`config.mk`:
```
export PLATFORM = sky130hd
export DESIGN_NAME = huffman_bit_packer
export DESIGN_NICKNAME = d
export VERILOG_FILES = /design/src/rtl/huffman_pkg.sv /design/src/rtl/huff_mask_len.sv /design/src/rtl/huffman_bit_packer.sv
export SDC_FILE = /design/constraint.sdc
export NUM_CORES = 1
export LEC_CHECK = 0
export ABC_AREA = 0
export BUFFER_PORTS_ARGS = -buffer_cell sky130_fd_sc_hd__buf_2
export CAP_MARGIN = 40
export CORE_AREA = 2 2 123 125
export CTS_CLUSTER_DIAMETER = 150
export DETAILED_ROUTE_END_ITERATION = 7
export DIE_AREA = 0 0 125 127
export PLACE_DENSITY = 0.78
export SYNTH_ARGS = -nofsm -noshare
export SYNTH_HDL_FRONTEND = slang
export SYNTH_SLANG_ARGS = --single-unit
```
`constraint.sdc`:
```
create_clock -name clk -period 8 [get_ports clk]
set_input_delay 1.2 -clock clk [delete_from_list [all_inputs] [get_ports clk]]
set_output_delay 1.2 -clock clk [all_outputs]
set_load 0.02 [all_outputs]
```
`src/rtl/huffman_pkg.sv`:
```
// Shared definitions for the Huffman bit packer: FSM states and table geometry.
package huffman_pkg;
    typedef enum logic [1:0] {
        IDLE  = 2'd0,
        RUN   = 2'd1,
        FLUSH = 2'd2,
        DONE  = 2'd3
    } state_t;

    localparam int NUM_SYM = 6;
    localparam int CODE_W  = 8;
    localparam int LEN_W   = 4;
    localparam int ACC_W   = 16;
endpackage

```
`src/rtl/huff_mask_len.sv`:
```
// Converts a right-aligned code mask into its code length (number of ones).
module huff_mask_len
    import huffman_pkg::*;
(
    input  logic [CODE_W-1:0] mask,
    output logic [LEN_W-1:0]  len
);
    always_comb begin
        len = '0;
        for (int i = 0; i < CODE_W; i++) begin
            len = len + LEN_W'(mask[i]);
        end
    end
endmodule

```
`src/rtl/huffman_bit_packer.sv`:
```
// Packs variable-length Huffman codes for symbols 1..6 into MSB-first bytes.
// Define HUFF_PACK_STATS_EN to add saturating symbol/byte counters.
module huffman_bit_packer
    import huffman_pkg::*;
(
    input  logic        clk,
    input  logic        reset,
    input  logic        code_valid,
    input  logic [7:0]  HC1,
    input  logic [7:0]  HC2,
    input  logic [7:0]  HC3,
    input  logic [7:0]  HC4,
    input  logic [7:0]  HC5,
    input  logic [7:0]  HC6,
    input  logic [7:0]  M1,
    input  logic [7:0]  M2,
    input  logic [7:0]  M3,
    input  logic [7:0]  M4,
    input  logic [7:0]  M5,
    input  logic [7:0]  M6,
    input  logic        sym_valid,
    output logic        sym_ready,
    input  logic [7:0]  sym_data,
    input  logic        sym_last,
    output logic        byte_valid,
    input  logic        byte_ready,
    output logic [7:0]  byte_data,
    output logic        byte_last,
    output logic        err_sym
`ifdef HUFF_PACK_STATS_EN
    ,
    output logic [15:0] sym_count,
    output logic [15:0] byte_count
`endif
);
    state_t                            state_q, state_d;
    logic [ACC_W-1:0]                  acc_q, acc_d;
    logic [4:0]                        fill_q, fill_d;
    logic [NUM_SYM-1:0][CODE_W-1:0]    hc_q, hc_d, mask_q, mask_d;
    logic [NUM_SYM-1:0][CODE_W-1:0]    hc_in, mask_in;
    logic [NUM_SYM-1:0][LEN_W-1:0]     len_w;
    logic                              sym_ready_q, sym_ready_d;
    logic                              byte_valid_q, byte_valid_d;
    logic [7:0]                        byte_data_q, byte_data_d;
    logic                              byte_last_q, byte_last_d;
    logic                              err_sym_q, err_sym_d;
    logic                              sym_acc, byte_xfer, sym_ok;
    logic [CODE_W-1:0]                 sel_code;
    logic [LEN_W-1:0]                  sel_len;

    assign hc_in   = {HC6, HC5, HC4, HC3, HC2, HC1};
    assign mask_in = {M6, M5, M4, M3, M2, M1};

    for (genvar g = 0; g < NUM_SYM; g++) begin : g_len
        huff_mask_len u_len (.mask(mask_q[g]), .len(len_w[g]));
    end

    assign sym_acc   = sym_valid && sym_ready_q;
    assign byte_xfer = byte_valid_q && byte_ready;

    always_comb begin
        sel_code = '0;
        sel_len  = '0;
        for (int i = 0; i < NUM_SYM; i++) begin
            if (sym_data == 8'(i + 1)) begin
                sel_code = hc_q[i] & mask_q[i];
                sel_len  = len_w[i];
            end
        end
        sym_ok = (sel_len != '0);
    end

    always_comb begin
        state_d   = state_q;
        acc_d     = acc_q;
        fill_d    = fill_q;
        hc_d      = hc_q;
        mask_d    = mask_q;
        err_sym_d = 1'b0;
        case (state_q)
            IDLE: begin
                if (code_valid) begin
                    hc_d    = hc_in;
                    mask_d  = mask_in;
                    acc_d   = '0;
                    fill_d  = '0;
                    state_d = RUN;
                end
            end
            RUN, FLUSH: begin
                // Drain first so a same-cycle symbol lands behind the remaining bits.
                if (byte_xfer) begin
                    if (byte_last_q) begin
                        acc_d   = '0;
                        fill_d  = '0;
                        state_d = DONE;
                    end else begin
                        acc_d  = acc_q << 8;
                        fill_d = fill_q - 5'd8;
                    end
                end
                if (sym_acc) begin
                    if (sym_ok) begin
                        acc_d  = acc_d | ((ACC_W'(sel_code) << (5'd16 - 5'(sel_len))) >> fill_d);
                        fill_d = fill_d + 5'(sel_len);
                    end else begin
                        err_sym_d = 1'b1;
                    end
                    if (sym_last) state_d = FLUSH;
                end
            end
            DONE:    state_d = IDLE;
            default: state_d = IDLE;
        endcase

        sym_ready_d  = (state_d == RUN) && (fill_d <= 5'd8);
        byte_valid_d = ((state_d == RUN) && (fill_d >= 5'd8)) || (state_d == FLUSH);
        byte_data_d  = acc_d[ACC_W-1 -: 8];
        byte_last_d  = (state_d == FLUSH) && (fill_d <= 5'd8);
    end

    always_ff @(posedge clk) begin
        if (reset) begin
            state_q      <= IDLE;
            acc_q        <= '0;
            fill_q       <= '0;
            hc_q         <= '0;
            mask_q       <= '0;
            sym_ready_q  <= 1'b0;
            byte_valid_q <= 1'b0;
            byte_data_q  <= '0;
            byte_last_q  <= 1'b0;
            err_sym_q    <= 1'b0;
        end else begin
            state_q      <= state_d;
            acc_q        <= acc_d;
            fill_q       <= fill_d;
            hc_q         <= hc_d;
            mask_q       <= mask_d;
            sym_ready_q  <= sym_ready_d;
            byte_valid_q <= byte_valid_d;
            byte_data_q  <= byte_data_d;
            byte_last_q  <= byte_last_d;
            err_sym_q    <= err_sym_d;
        end
    end

    assign sym_ready  = sym_ready_q;
    assign byte_valid = byte_valid_q;
    assign byte_data  = byte_data_q;
    assign byte_last  = byte_last_q;
    assign err_sym    = err_sym_q;

`ifdef HUFF_PACK_STATS_EN
    logic [15:0] sym_cnt_q, sym_cnt_d, byte_cnt_q, byte_cnt_d;

    always_comb begin
        sym_cnt_d  = sym_cnt_q;
        byte_cnt_d = byte_cnt_q;
        if (state_q == IDLE && code_valid) begin
            sym_cnt_d  = '0;
            byte_cnt_d = '0;
        end else begin
            if (sym_acc && sym_ok && sym_cnt_q != 16'hFFFF) sym_cnt_d = sym_cnt_q + 16'd1;
            if (byte_xfer && byte_cnt_q != 16'hFFFF)         byte_cnt_d = byte_cnt_q + 16'd1;
        end
    end

    always_ff @(posedge clk) begin
        if (reset) begin
            sym_cnt_q  <= '0;
            byte_cnt_q <= '0;
        end else begin
            sym_cnt_q  <= sym_cnt_d;
            byte_cnt_q <= byte_cnt_d;
        end
    end

    assign sym_count  = sym_cnt_q;
    assign byte_count = byte_cnt_q;
`endif
endmodule

```
==> flow_summary.toml, run 1 <==
[clock_network]
cts_made_buffers = 17
path_clk_slew_ns = 0.06
cts_max_path_buffers = 2
cts_tree = "built"
cts-resized-gates = 0
hold_buffers = 0
clock-sinks = 123
post-cts-setup-buffer-count = 0
clock_latency_ns = 0.42
cts-htree-levels = 4
root_buffer = "clkbuf_16"

[finish]
drive_gt1_share_pct = 15.4
regArea_sq_um = 2460
final_util_pct = 65.4
multi_input_area_sq_um = 5160
antenna_cells = 0
fill_cells = 1330
nets = 1341
final_cells = 1377
syn_to_final_growth_pct = 14.3

[worst_setup_path]
critical_path_required_ns = 8.34
rr_startpoint = "mask_q[40]"
regToRegSetupSlack_ns = 1.13
cp_data_arrival_time_ns = 7.22
critPathKind = "reg2reg"
end_kind = "register"
cp-start-kind = "register"
r2r_end = "acc_q[8]"
ff2ff_path_depth = 20
crit_fanout = 22

[global_routing]
grt_max_degree = 96
grt_pass1_vias = 8157
antenna_found_initial = 0
grt_pass1_wl_mm = 41.7
grt_usage_pct = 32.5
grt_remaining_overflow = 0

[drt]
drc = 0
wl_per_cell_microns = 18.7
drt_first_iter_violations = 935
vias_per_cell = 6.12
ant_nets = 0
vias = 8430
dr.pass1.iters = 6
drt-total-wl_mm = 25.7

[worst_hold_path]
hold_depth = 2
hold_path_class = "reg2reg"
hp-start = "hc_q[20]"
hold_end = "hc_q[20]"

[yosys]
synth_area_leaders = "dfxtp_1 (30%), nand2_1 (12%), a21oi_1 (8.7%), fa_1 (6.1%), ha_1 (3.8%)"
ys_ff_latch = 123
synth.cell_area_sq_um = 8250
synth_warnings = 0
synth_most_common_cell = "nand2_1"
async_flop_share_pct = 0
avgSynthCellArea_sq_um = 7.43
synthFlopType = "dfxtp_1"
syn_inst = 1111
synth_top_area_share_pct = 29.8
synth_cell_types = 84
synth_nets = 1271
synth_commonest_cells = "nand2_1 (255), a21oi_1 (143), dfxtp_1 (123), inv_1 (69), nor2_1 (50)"
synth_top_area_cell = "dfxtp_1"
synth_edf_count = 0
seq_area_frac_synth_pct = 29.8

[timing]
finalCriticalPeriod_ns = 6.87
fmax_mhz = 146
finalHoldViolCount = 0
tightest_slew_ns = 0.927
fin_hold_ws_ns = 0.457
relSlewSlack_pct = 37.7
rsz0062_at_grt = "no"
fin_skew_ns = 0.00745
drv_slew = 0
period_share_pct = 85.9
setup_tns_ns = 0
setup-violations-final = 0

[floorplan]
core_area_sq_um = 14400
io_pins = 122
die_area_sq_um = 15900
die_h_microns = 127
die_w_microns = 125
rows = 44
start_util_pct = 57.2

[place]
io_buffers = 121
hpwl_mm = 18.7
place_inst = 1346
gp_congestion = 0.937

[power]
ir_drop_uv = 177
p_per_area_nw_per_um2 = 196
p_total_mw = 1.85
p_leak_nw = 3.73

[job]
cap_violations = 0

[outcome]
status = "completed"
-- worst max path at each step --
| stage | slack, ns | from | to | depth (start not counted) |
|---|---|---|---|---|
| finish | 1.13 | mask_q[40] | acc_q[8] | 20 |
| floorplan | 2.25 | mask_q[40] | acc_q[8] | 21 |
| global route | 0.69 | mask_q[40] | acc_q[8] | 20 |
| detailed placement | 1.31 | mask_q[40] | acc_q[8] | 20 |
| CTS | 1.22 | mask_q[40] | acc_q[8] | 20 |
| global placement | 1.43 | mask_q[40] | acc_q[8] | 20 |
-- layout by cell type, fill, tap and decap left out, drive strengths merged, types with 4 or more instances in the layout --
cell type / count
a211oi: 24
a21o: 11
a21oi: 143
a22oi: 19
a31oi: 12
a32oi: 5
and2: 11
and3: 6
buf: 127
clkbuf: 19
clkinv: 7
dfxtp: 123
fa: 25
ha: 25
inv: 73
mux2i: 11
nand2: 256
nand2b: 7
nand3: 24
nand4: 6
nand4b: 7
nor2: 50
nor2b: 15
nor3: 23
nor4: 11
o211ai: 18
o21ai: 33
o22ai: 13
o31ai: 7
or2: 8
xnor2: 4
xor2: 6
-- sequential cells by signal, indices dropped and copies added (netlist names) --
name / count
hc_q: 48
mask_q: 48
acc_q: 16
fill_q: 5
state_q: 2
byte_last: 1
byte_valid: 1
err_sym: 1
sym_ready: 1
-- power by group --
group,switching [mW],internal [mW]
Combinational,0.213,0.137
Sequential,0.0332,0.657
Clock,0.306,0.501
Total,0.552,1.29
-- kinds of logic after synthesis --
family,Yosys count,share of synthesized area [%]
XOR/XNOR,10,1.06
AO/OA/AOI/OAI,324,24.9
buffers and inverters,149,7.64
adder cells (fa/ha/maj),50,9.86
AND/OR/NAND/NOR,439,24.4
multiplexers,16,2.29
flip-flops,123,29.8
-- metrics by stage --
step | area, sq um | setup slack [ns]
5_1_grt | 9430 | 0.695
6_report | 9430 | 1.13
3_5_place_dp | 8820 | 1.31
3_3_place_gp | 8770 | 1.43
2_1_floorplan | 8250 | 2.25
4_1_cts | 9430 | 1.22
-- critical path, cell delays in order (launching register included) --
cell and delay, ns:
dfxtp_1 0.33, ha_1 0.31, inv_1 0.09, fa_1 0.44
fa_1 0.49, fa_1 0.42, fa_1 0.47, mux2_1 0.31
o22a_1 0.21, o22ai_1 0.34, inv_1 0.09, ha_1 0.70
clkinv_1 0.42, nor2_1 0.24, a222oi_1 0.14, mux2i_1 0.22
nor2_1 0.11, o31ai_1 0.50, a211oi_1 0.19, or4_1 0.56
a211oi_2 0.21
-- layer usage --
metal	vias up	share of wire, %	wire length, microns	global-route usage [%]
met4	0	3.1	790	11.3
met1	3954	43	10900	42.1
met3	74	6.8	1760	6.78
met5	-	0	0	0
li1	4028	-	-	-
met2	374	48	12200	54.4
-- area by class of cell --
| cell class | count | area share (%) |
|---|---|---|
| clock buffers | 19 | 4.70 |
| multi-input cells | 839 | 54.7 |
| flip-flops and latches | 123 | 26.1 |
| well taps | 184 | 2.44 |
| repair buffers | 127 | 7.35 |
| clock inverters | 12 | 1.75 |
| inverters | 73 | 2.92 |
(Power assumes the default switching activity.)
==> inputs of run 2 (changes only) <==
--- a/config.mk
+++ b/config.mk
@@ -8,11 +8,11 @@
 export ABC_AREA = 0
 export BUFFER_PORTS_ARGS = -buffer_cell sky130_fd_sc_hd__buf_2
 export CAP_MARGIN = 40
-export CORE_AREA = 2 2 123 125
+export CORE_AREA = 2 2 147 149
 export CTS_CLUSTER_DIAMETER = 150
 export DETAILED_ROUTE_END_ITERATION = 7
-export DIE_AREA = 0 0 125 127
-export PLACE_DENSITY = 0.78
+export DIE_AREA = 0 0 149 151
+export PLACE_DENSITY = 0.57
 export SYNTH_ARGS = -nofsm -noshare
 export SYNTH_HDL_FRONTEND = slang
 export SYNTH_SLANG_ARGS = --single-unit
==> flow_summary.toml, run 2 (synthesized netlist as in run 1, its figures left out) <==
[worst_setup_path]
r2r_end = "acc_q[8]"
critical_path_required_ns = 8.36
regToRegSetupSlack_ns = 1.28
cp_data_arrival_time_ns = 7.08
end_kind = "register"
crit_fanout = 22
ff2ff_path_depth = 20
critPathKind = "reg2reg"
cp-start-kind = "register"
rr_startpoint = "mask_q[24]"

[finish]
fill_cells = 2213
antenna_cells = 0
reg_top3 = "hc_q: 48 flops, mask_q: 48 flops, acc_q: 16 flops"
nets = 1342
multi_input_area_sq_um = 5160
final_area_sq_um = 9550
final_cell_mix = "nand2_1 (254), a21oi_1 (143), dfxtp_1 (123)"
regArea_sq_um = 2460
drive_gt1_share_pct = 15.6
syn_to_final_growth_pct = 15.8
final_common_cell = "nand2_1"

[worst_hold_path]
hold_path_class = "reg2reg"
hold_end = "hc_q[4]"
hold_depth = 2
hp-start = "hc_q[4]"

[timing]
finalHoldViolCount = 0
relSlewSlack_pct = 36.6
drv_slew = 0
setup-violations-final = 0
fin_hold_ws_ns = 0.458
fin_skew_ns = 0.0123
period_share_pct = 84.0
tightest_slew_ns = 0.944
finalCriticalPeriod_ns = 6.72
fmax_mhz = 149
rsz0062_at_grt = "no"
setup_tns_ns = 0

[floorplan]
die_w_microns = 149
rows = 53
io_pins = 122
start_util_pct = 39.6
die_area_sq_um = 22500
die_h_microns = 151
core_area_sq_um = 20800

[clock_network]
hold_buffers = 0
cts-resized-gates = 0
clock_latency_ns = 0.43
cts_made_buffers = 17
root_buffer = "clkbuf_16"
cts_tree = "built"
post-cts-setup-buffer-count = 0
cts-htree-levels = 4
clock-sinks = 123
cts_max_path_buffers = 2
path_clk_slew_ns = 0.07

[drt]
drc = 0
dr.pass1.iters = 5
drt_first_iter_violations = 588
ant_nets = 0
drt-total-wl_mm = 26.4
vias = 8202
vias_per_cell = 5.58
wl_per_cell_microns = 18.0

[global_routing]
antenna_found_initial = 0
grt_pass1_vias = 7950
grt_max_degree = 85
grt_pass1_wl_mm = 42.0
grt_usage_pct = 23.8
grt_remaining_overflow = 0

[power]
p_leak_nw = 3.74
ir_drop_uv = 123
p_per_area_nw_per_um2 = 196

[place]
hpwl_mm = 19.8
gp_congestion = 0.928
io_buffers = 121
dpl_cell_area_sq_um = 8930

[outcome]
status = "completed"

[job]
cap_violations = 0
==> run 2: final cells by class <==
type / count / share of cell area [%]
inverter: 73 / 2.88
tap: 275 / 3.60
timing repair buffer: 128 / 7.13
clock inverter: 15 / 2.10
clock buffer: 17 / 4.45
sequential: 123 / 25.8
multi-input combinational: 839 / 54.1
==> run 2: per-layer routing <==
layer | routed length (microns) | share of wire [%] | track usage [%]
met1 | 12000 | 45 | 32.0
met2 | 12300 | 47 | 38.8
met3 | 1420 | 5.4 | 4.04
met4 | 657 | 2.5 | 7.86
met5 | 0 | 0 | 0
==> run 2: worst max-delay path, cell delays in order, from the launching register on <==
cell and delay, ns:
dfxtp_1 0.32, ha_1 0.29, inv_1 0.07, fa_1 0.42
fa_1 0.49, fa_1 0.44, fa_1 0.47, mux2_1 0.29
o22a_1 0.23, o22ai_1 0.32, inv_1 0.09, ha_1 0.71
clkinv_1 0.42, nor2_1 0.22, a222oi_1 0.15, mux2i_1 0.23
nor2_1 0.09, o31ai_1 0.44, a211oi_1 0.18, or4_1 0.55
a211oi_2 0.22
==> run 2: worst max path at each step <==
stage	from	endpoint	slack, ns	cells after the start
after floorplan	mask_q[40]	acc_q[8]	2.25	21
after global placement	mask_q[24]	acc_q[8]	1.44	20
after detailed placement	mask_q[40]	acc_q[8]	1.32	20
after CTS	mask_q[24]	acc_q[8]	1.24	20
after global routing	mask_q[24]	acc_q[8]	0.71	20
final	mask_q[24]	acc_q[8]	1.28	20
==> run 2: through the flow <==
stage / setup slack, ns / instances / total power, mW / utilization [%]
after floorplan: 2.25 / 1111 / 0.930 / -
after global placement: 1.44 / 1437 / 1.04 / 42.7
after detailed placement: 1.32 / 1438 / 1.05 / 42.9
after CTS: 1.24 / 1470 / 1.89 / 45.9
after global routing: 0.710 / 1470 / 1.96 / 45.9
final: 1.28 / 1470 / 1.87 / 45.9
==> run 2: report_power, final <==
part           internal [mW]  switching, mW
registers              0.657         0.0335
clock network          0.503          0.335
logic                  0.135          0.212
total                   1.29          0.580
==> inputs of run 3 (changes only) <==
==> constraint.sdc (replaced) <==
create_clock -name clk -period 7 [get_ports clk]
set_input_delay 1.05 -clock clk [delete_from_list [all_inputs] [get_ports clk]]
set_output_delay 1.05 -clock clk [all_outputs]
set_load 0.02 [all_outputs]
==> flow_summary.toml, run 3 (synthesized netlist as in run 1, its figures left out) <==
[outcome]
status = "completed"

[worst_setup_path]
cp_data_arrival_time_ns = 6.86
cp-start-kind = "register"
crit_fanout = 18
critical_path_required_ns = 7.35
regToRegSetupSlack_ns = 0.49
critPathKind = "reg2reg"
ff2ff_path_depth = 21
rr_startpoint = "mask_q[40]"
r2r_end = "acc_q[8]"
end_kind = "register"

[power]
ir_drop_uv = 128
p_total_mw = 2.04
p_per_area_nw_per_um2 = 215
p_leak_nw = 3.72

[worst_hold_path]
hold_path_class = "reg2reg"
hold_end = "hc_q[33]"
hold_depth = 2
hp-start = "hc_q[33]"

[place]
place_ws_ns = 0.452
hpwl_mm = 19.8
io_buffers = 121
dpl_cell_area_sq_um = 8950
gp_congestion = 0.928

[clock_network]
cts_max_path_buffers = 2
cts_made_buffers = 17
clock_latency_ns = 0.43
cts_tree = "built"
cts-htree-levels = 4
path_clk_slew_ns = 0.06
clock-sinks = 123
root_buffer = "clkbuf_16"

[drt]
dr.pass1.iters = 5
drt_first_iter_violations = 625
wl_per_cell_microns = 17.8
ant_nets = 0
vias = 8239
drc = 0
vias_per_cell = 5.60
drt-total-wl_mm = 26.3

[global_routing]
grt_max_degree = 87
grt_remaining_overflow = 0
grt_pass1_vias = 7967
grt_usage_pct = 23.7
grt_pass1_wl_mm = 41.8
antenna_found_initial = 0

[timing]
tightest_slew_ns = 0.867
fmax_mhz = 154
setup-violations-final = 0
fin_skew_ns = 0.00732
setup_ws_ns = 0.490
setup_tns_ns = 0
finalCriticalPeriod_ns = 6.51
relSlewSlack_pct = 41.8
rsz0062_at_grt = "no"
finalHoldViolCount = 0
period_share_pct = 93.0
drv_slew = 0

[floorplan]
rows = 53
io_pins = 122
start_util_pct = 39.6
die_area_sq_um = 22500
die_w_microns = 149
die_h_microns = 151
core_area_sq_um = 20800

[finish]
final_area_sq_um = 9530
reg_top3 = "hc_q: 48 flops, mask_q: 48 flops, acc_q: 16 flops"
antenna_cells = 0
final_common_cell = "nand2_1"
nets = 1345
final_cell_mix = "nand2_1 (254), a21oi_1 (143), dfxtp_1 (123)"
syn_to_final_growth_pct = 15.4
fill_cells = 2214
drive_gt1_share_pct = 15.9

[job]
cap_violations = 0
-- run 3: report_power, final --
| part | switching (mW) | total, mW | internal, mW | leakage [nW] |
|---|---|---|---|---|
| clock | 0.362 | 0.866 | 0.504 | 0.268 |
| sequential | 0.0378 | 0.788 | 0.750 | 1.01 |
| combinational | 0.239 | 0.390 | 0.151 | 2.45 |
-- run 3: per-layer routing --
layer,GRT usage (%),vias to the layer above,wire length (microns)
li1,-,4025,-
met4,9.29,0,746
met1,31.6,3868,12000
met3,3.98,51,1370
met2,38.5,295,12100
met5,0,-,0
-- run 3: final cells by class --
type | instances | area, sq um | share of cell area (%)
Inverter | 73 | 275 | 2.89
Timing Repair Buffer | 131 | 703 | 7.38
Tap cell | 275 | 344 | 3.61
Clock buffer | 18 | 439 | 4.61
Multi-Input combinational cell | 839 | 5170 | 54.3
Sequential cell | 123 | 2460 | 25.9
Clock inverter | 13 | 133 | 1.39
-- run 3: repair_timing --
item                                    CTS  global route
resized for setup                         0             1
setup buffers                             0             0
endpoints found under the setup margin    0             1
hold buffers                              0             0
-- run 3: per-stage QoR --
step	std cells	utilization [%]	hold WS [ns]
2_1_floorplan	1111	-	0.428
3_3_place_gp	1440	42.8	0.444
3_5_place_dp	1441	43.0	0.449
4_1_cts	1472	45.7	0.459
5_1_grt	1472	45.7	0.478
6_report	1472	45.7	0.456
-- run 3: critical path, cell delays in order, from the launching register on --
cell	delay, ns
dfxtp_1	0.33
ha_1	0.27
inv_1	0.04
fa_1	0.50
fa_1	0.44
fa_1	0.42
fa_1	0.47
mux2_1	0.31
o22a_1	0.22
o22ai_1	0.33
inv_1	0.09
ha_1	0.29
inv_1	0.17
nor3_1	0.08
a31oi_1	0.38
nand2_2	0.32
mux4_2	0.37
nor2_1	0.09
o31ai_2	0.37
a211oi_1	0.15
or4_1	0.55
a211oi_2	0.21
-- run 3: worst max-delay path by stage --
stage | start | endpoint
5_1_grt | mask_q[41] | acc_q[8]
2_1_floorplan | mask_q[40] | acc_q[8]
3_3_place_gp | mask_q[40] | acc_q[8]
4_1_cts | mask_q[40] | acc_q[8]
3_5_place_dp | mask_q[40] | acc_q[8]
6_report | mask_q[40] | acc_q[8]
